==> src/rtl/conv1_frame_ctrl_if.sv <==
// Pixel-stream, conv1-handshake and status bundle for the conv1 frame sequencer.
// No logic: the master side is the frame source / conv1 model, the slave side is the sequencer.
interface conv1_frame_ctrl_if;
    logic       start;
    logic       pix_valid;
    logic [7:0] pix_data;
    logic       pix_ready;
    logic       conv_in_valid;
    logic [7:0] conv_data_in;
    logic       conv_out_valid;
    logic [4:0] out_row;
    logic [4:0] out_col;
    logic       busy;
    logic       frame_done;
    logic       err;

    modport master (
        output start, pix_valid, pix_data, conv_out_valid,
        input  pix_ready, conv_in_valid, conv_data_in, out_row, out_col, busy, frame_done, err
    );

    modport slave (
        input  start, pix_valid, pix_data, conv_out_valid,
        output pix_ready, conv_in_valid, conv_data_in, out_row, out_col, busy, frame_done, err
    );
endinterface

==> src/rtl/conv1_frame_ctrl.sv <==
// Frame sequencer for conv1: streams IMG_W*IMG_H pixels in, tags conv1 outputs with (row, col).
// Latency: pixel to conv_in_valid/conv_data_in is 1 cycle; frame_done 1 cycle after the last output.
// Backpressure: pix_ready only in LOAD; optional drain watchdog under CONV1_CTRL_TIMEOUT_EN.
module conv1_frame_ctrl #(
    parameter int IMG_W   = 28,
    parameter int IMG_H   = 28,
    parameter int K       = 5,
    parameter int CW      = 10,
    parameter int TIMEOUT = 64
) (
    input  logic              clk,
    input  logic              rst,
    conv1_frame_ctrl_if.slave io
);
    localparam int OUT_W = IMG_W - K + 1;
    localparam int OUT_H = IMG_H - K + 1;
    localparam logic [CW-1:0] PIX_LAST = CW'(IMG_W * IMG_H - 1);
    localparam logic [4:0]    COL_LAST = 5'(OUT_W - 1);
    localparam logic [4:0]    ROW_LAST = 5'(OUT_H - 1);

    if (CW < $clog2(IMG_W * IMG_H)) begin : g_bad_cw
        $error("CW too narrow for IMG_W*IMG_H-1");
    end
    if (TIMEOUT < 1) begin : g_bad_timeout
        $error("TIMEOUT must be at least 1");
    end

    typedef enum logic [1:0] {IDLE, LOAD, DRAIN, DONE} state_t;

    state_t        state;
    logic [CW-1:0] pix_cnt;
    logic          pix_acc;
    logic          cnt_en;
    logic          out_last;

    assign io.pix_ready  = (state == LOAD);
    assign io.busy       = (state == LOAD) || (state == DRAIN);
    assign io.frame_done = (state == DONE);

    assign pix_acc  = io.pix_valid & io.pix_ready;
    assign cnt_en   = io.conv_out_valid && ((state == LOAD) || (state == DRAIN));
    assign out_last = (io.out_row == ROW_LAST) && (io.out_col == COL_LAST);

`ifdef CONV1_CTRL_TIMEOUT_EN
    localparam int WD_W = $clog2(TIMEOUT + 1);
    logic [WD_W-1:0] wd_cnt;
`endif

    always_ff @(posedge clk) begin
        if (rst) begin
            state            <= IDLE;
            pix_cnt          <= '0;
            io.conv_in_valid <= 1'b0;
            io.conv_data_in  <= '0;
            io.out_row       <= '0;
            io.out_col       <= '0;
            io.err           <= 1'b0;
`ifdef CONV1_CTRL_TIMEOUT_EN
            wd_cnt           <= '0;
`endif
        end else begin
            io.conv_in_valid <= pix_acc;
            if (pix_acc) begin
                io.conv_data_in <= io.pix_data;
            end

            // Outputs outside an active frame are flagged, never counted.
            if (io.conv_out_valid && ((state == IDLE) || (state == DONE))) begin
                io.err <= 1'b1;
            end

            case (state)
                IDLE: begin
                    if (io.start) begin
                        state      <= LOAD;
                        pix_cnt    <= '0;
                        io.out_row <= '0;
                        io.out_col <= '0;
                    end
                end
                LOAD: begin
                    if (pix_acc) begin
                        if (pix_cnt == PIX_LAST) begin
                            state <= DRAIN;
`ifdef CONV1_CTRL_TIMEOUT_EN
                            wd_cnt <= '0;
`endif
                        end else begin
                            pix_cnt <= pix_cnt + 1'b1;
                        end
                    end
                end
                DRAIN: begin
`ifdef CONV1_CTRL_TIMEOUT_EN
                    if (io.conv_out_valid) begin
                        wd_cnt <= '0;
                    end else if (wd_cnt == WD_W'(TIMEOUT - 1)) begin
                        io.err <= 1'b1;
                        state  <= DONE;
                    end else begin
                        wd_cnt <= wd_cnt + 1'b1;
                    end
`endif
                end
                DONE: begin
                    state <= IDLE;
                end
                default: begin
                    state <= IDLE;
                end
            endcase

            // The final output closes the frame even if pixels are still loading.
            if (cnt_en) begin
                if (io.out_col == COL_LAST) begin
                    io.out_col <= '0;
                    io.out_row <= io.out_row + 5'd1;
                end else begin
                    io.out_col <= io.out_col + 5'd1;
                end
                if (out_last) begin
                    state <= DONE;
                end
            end
        end
    end
endmodule

==> src/flat_wrapper.sv <==
// flat-port wrapper written by rule: the top's interface ports become plain ports
module conv1_frame_ctrl_flat 
#(
    parameter int IMG_W   = 28,
    parameter int IMG_H   = 28,
    parameter int K       = 5,
    parameter int CW      = 10,
    parameter int TIMEOUT = 64
)
  (clk, rst, io_start, io_pix_valid, io_pix_data, io_conv_out_valid, io_pix_ready, io_conv_in_valid, io_conv_data_in, io_out_row, io_out_col, io_busy, io_frame_done, io_err);
  conv1_frame_ctrl_if io_i ();
  input  logic clk;
  input  logic rst;
  input wire logic [$bits(io_i.start)-1:0] io_start;
  input wire logic [$bits(io_i.pix_valid)-1:0] io_pix_valid;
  input wire logic [$bits(io_i.pix_data)-1:0] io_pix_data;
  input wire logic [$bits(io_i.conv_out_valid)-1:0] io_conv_out_valid;
  output wire logic [$bits(io_i.pix_ready)-1:0] io_pix_ready;
  output wire logic [$bits(io_i.conv_in_valid)-1:0] io_conv_in_valid;
  output wire logic [$bits(io_i.conv_data_in)-1:0] io_conv_data_in;
  output wire logic [$bits(io_i.out_row)-1:0] io_out_row;
  output wire logic [$bits(io_i.out_col)-1:0] io_out_col;
  output wire logic [$bits(io_i.busy)-1:0] io_busy;
  output wire logic [$bits(io_i.frame_done)-1:0] io_frame_done;
  output wire logic [$bits(io_i.err)-1:0] io_err;
  assign io_i.start = io_start;
  assign io_i.pix_valid = io_pix_valid;
  assign io_i.pix_data = io_pix_data;
  assign io_i.conv_out_valid = io_conv_out_valid;
  assign io_pix_ready = io_i.pix_ready;
  assign io_conv_in_valid = io_i.conv_in_valid;
  assign io_conv_data_in = io_i.conv_data_in;
  assign io_out_row = io_i.out_row;
  assign io_out_col = io_i.out_col;
  assign io_busy = io_i.busy;
  assign io_frame_done = io_i.frame_done;
  assign io_err = io_i.err;
  conv1_frame_ctrl #(.IMG_W(IMG_W), .IMG_H(IMG_H), .K(K), .CW(CW), .TIMEOUT(TIMEOUT)) u_core (.clk(clk), .rst(rst), .io(io_i));
endmodule
==> config.mk <==
export PLATFORM = sky130hd
export DESIGN_NAME = conv1_frame_ctrl_flat
export DESIGN_NICKNAME = d
export VERILOG_FILES = /design/src/rtl/conv1_frame_ctrl_if.sv /design/src/rtl/conv1_frame_ctrl.sv /design/src/flat_wrapper.sv
export SDC_FILE = /design/constraint.sdc
export NUM_CORES = 1
export LEC_CHECK = 0
export BUFFER_PORTS_ARGS = -buffer_cell sky130_fd_sc_hd__buf_4
export CORE_UTILIZATION = 40
export DETAILED_ROUTE_END_ITERATION = 12
export PLACE_DENSITY = 0.6
export SYNTH_ARGS = -nofsm -noshare
export SYNTH_HDL_FRONTEND = slang
export SYNTH_SLANG_ARGS = --single-unit
export TNS_END_PERCENT = 1
==> constraint.sdc <==
create_clock -name clk -period 2.5 [get_ports clk]
set_clock_uncertainty 0.15 [all_clocks]
set_input_delay 0.5 -clock clk [delete_from_list [all_inputs] [get_ports clk]]
set_output_delay 0.5 -clock clk [all_outputs]
set_load 0.05 [all_outputs]
==> results.sh <==
export IMPL_yosys_warnings=0
export IMPL_cts_tree="yes"
export IMPL_ant_nets=0
export IMPL_netlist_instances=185
export IMPL_dr_pass1_iters=4
export IMPL_route_vias_total=1451
export IMPL_slew_headroom_pct=64.0
export IMPL_clk_latency_ns=0.28
export IMPL_cts_path_max_buffers=2
export IMPL_r2r_setup_slack_ns=0.27
export IMPL_min_from="u_core.io.conv_data_in[3]"
export IMPL_highest_layer="met4"
export IMPL_yosysMostFrequentCell="dfxtp_1"
export IMPL_hold_path_end="u_core.io.conv_data_in[3]"
export IMPL_wl_met2_um=1740
export IMPL_hold_worst_slack_ns=0.307
export IMPL_syn_avg_cell_area_sq_um=8.43
export IMPL_grt_overflow=0
export IMPL_drc=0
export IMPL_tns_ns=0
export IMPL_cts_setup_buffers=0
export IMPL_track_usage_pct=17.9
export IMPL_fin_crit_sh_pct=89.2
export IMPL_start_util_pct=42.3
export IMPL_finalMaxSlewViolations=0
export IMPL_clkSlewWorstSetupHoldPaths_ns=0.06
export IMPL_synth_async_reset_ratio_pct=0
export IMPL_drt_iter0_markers=99
export IMPL_cts_sinks=32
export IMPL_worst_slew_pin_slew_ns=0.535
export IMPL_fillCellCount=363
export IMPL_r2r_start="u_core.state[1]"
export IMPL_place_gp_congestion=0.771
export IMPL_htree_levels=2
export IMPL_fmaxAchievable_mhz=449
export IMPL_grt_pass1_vias=1354
export IMPL_powerDensity_mw_per_mm2=560
export IMPL_max_cap_violations=0
export IMPL_worstPathMaxFanout=18
export IMPL_vias_per_cell=5.43
export IMPL_drive_above_1_share_pct=20.1
export IMPL_dieArea_sq_mm=0.00415
export IMPL_wire_per_inst_um=12.9
export IMPL_synth_top_cells_by_count="32 x dfxtp_1, 27 x a21oi_1, 24 x nand2_1"
export IMPL_synth_seq_cells=32
export IMPL_seq_area_frac_synth_pct=41.1
export IMPL_synth_largest_area_cell="dfxtp_1"
export IMPL_critPathCaptureType="register"
export IMPL_nNetsFinal=239
export IMPL_setup_viol=0
export IMPL_grt_pass1_wl_um=5860
export IMPL_r2r_end="u_core.pix_cnt[9]"
export IMPL_p_leak_nw=0.755
export IMPL_synthToLayoutAreaGrowth_pct=22.9
export IMPL_post_cts_resized=0
export IMPL_core_area_sq_mm=0.00369
export IMPL_multi_input_area_sq_um=847
export IMPL_peakVddDrop_v=0.000388
export IMPL_syn_area_sq_mm=0.00156
export IMPL_status="complete, no violations"
export IMPL_syn_num_nets=205
export IMPL_cts_root_buf="clkbuf_8"
export IMPL_yosys_top_cells_area="dfxtp_1 41%, a21oi_1 8.7%, nand2_1 5.8%"
export IMPL_wl_um=3440
export IMPL_antenna_found_initial=0
export IMPL_synth_top_area_share_pct=41.1
export IMPL_hpwlAfterDp_um=2460
export IMPL_drt_met1_wl_um=1550
export IMPL_reg2regPathDepth=6
export IMPL_place_area_sq_mm=0.00184
export IMPL_start_kind="register"
export IMPL_diodes=0
export IMPL_die_w_um=64.5
export IMPL_io_pins=36
export IMPL_yosysUniqueCellTypes=39
export IMPL_seq_area_sq_um=641
export IMPL_rsz0062_at_grt="false"
export IMPL_dr_wl_met3_um=95
export IMPL_grt_max_degree=26
export IMPL_ctsHoldBuffers=0
export IMPL_path_class="register to register"
export IMPL_cts_buffers=5
export IMPL_hold_path_depth=2
export IMPL_final_cell_area_sq_mm=0.00192
export IMPL_finalHoldViolCount=0
export IMPL_synth_edf_count=0
export IMPL_worstPathRequired_ns=2.56
export IMPL_portBuffers=35
export IMPL_period_needed_ns=2.23
export IMPL_rows=22
export IMPL_fp_dieH_um=64.5
export IMPL_worstPathArrival_ns=2.29
export IMPL_synthFlopType="dfxtp_1"
export IMPL_min_path_type="register to register"
worst max path at each step:
stage | startpoint | to | slack [ns] | cells past startpoint
2_1_floorplan | u_core.state[1] | u_core.pix_cnt[9] | 0.21 | 7
3_3_place_gp | u_core.state[1] | u_core.pix_cnt[9] | 0.39 | 6
3_5_place_dp | u_core.state[1] | u_core.pix_cnt[9] | 0.31 | 6
4_1_cts | u_core.state[1] | u_core.pix_cnt[7] | 0.28 | 6
5_1_grt | u_core.state[1] | u_core.pix_cnt[9] | 0.09 | 6
6_report | u_core.state[1] | u_core.pix_cnt[9] | 0.27 | 6
critical path, stage by stage, from the launching register on:
cell and delay (ns):
dfxtp_1 0.38, inv_1 0.09, ha_1 0.30, nor4bb_1 0.18, and3_1 0.36, or4_1 0.56
a21oi_1 0.15
per-stage QoR:
stage / cells / utilization [%] / setup slack [ns] / power, W
4_1_cts: 267 / 52.0 / 0.281 / 0.00108
6_report: 267 / 52.0 / 0.270 / 0.00107
5_1_grt: 267 / 52.0 / 0.0862 / 0.00113
3_3_place_gp: 260 / 49.9 / 0.395 / 0.000716
2_1_floorplan: 185 / - / 0.207 / 0.000668
3_5_place_dp: 260 / 49.9 / 0.307 / 0.000720
cell type report:
type / instances / share of cell area, %
clock buffers: 6 / 3.78
well taps: 48 / 3.13
flip-flops and latches: 32 / 33.4
inverters: 6 / 1.17
repair buffers: 36 / 14.1
clock inverters: 1 / 0.261
multi-input cells: 138 / 44.2
metal layers:
layer	GRT usage, %	vias up
met4	8.33	0
met1	21.5	696
met2	30.1	16
met5	0	-
li1	-	734
met3	4.23	5
state kept, by name (all words and copies together) (netlist names):
name / cells
u_core.pix_cnt: 10
u_core.io.conv_data_in: 8
u_core.io.out_col: 5
u_core.io.out_row: 5
u_core.state: 2
u_core.io.conv_in_valid: 1
u_core.io.err: 1
logic make-up (layout without fill, tap and decap cells):
family | after synthesis | count (layout) | share of synthesized area [%]
AND/OR/NAND/NOR | 74 | 74 | 26.1
AO/OA/AOI/OAI | 53 | 53 | 20.3
buffers and inverters | 15 | 49 | 4.65
flip-flops | 32 | 32 | 41.1
XOR/XNOR | 3 | 3 | 1.68
multiplexers | 1 | 1 | 0.642
adder cells (fa/ha/maj) | 7 | 7 | 5.61
layout by cell type (no fill, tap or decap):
master	n
o21ba_2	1
xor2_1	1
nand3_1	4
a21o_1	1
clkinv_2	1
nor3_1	1
dfxtp_1	32
nor2b_1	4
mux2i_1	1
nor4bb_1	1
inv_1	6
xnor2_1	2
o21ai_0	6
or4_1	8
buf_4	36
and3_1	2
and4b_1	1
or3_1	2
nand2_1	24
nand2b_4	1
a31oi_1	2
nand4b_1	1
and2_0	1
a211o_1	1
nand4_1	6
ha_1	7
o22ai_1	1
o221ai_1	1
and2_1	3
and4bb_1	1
nor2_1	11
nand3b_1	2
a22oi_1	4
nor3b_1	1
clkbuf_8	5
clkbuf_1	1
a21boi_0	1
o31ai_1	8
a21oi_1	27
where the power goes:
| part | switching (W) | total (W) | internal [W] |
|---|---|---|---|
| Clock | 0.000178 | 0.000366 | 0.000189 |
| Sequential | 0.00000932 | 0.000532 | 0.000523 |
| Combinational | 0.000116 | 0.000175 | 0.0000594 |
No activity file was read; power rests on OpenSTA's default activity.
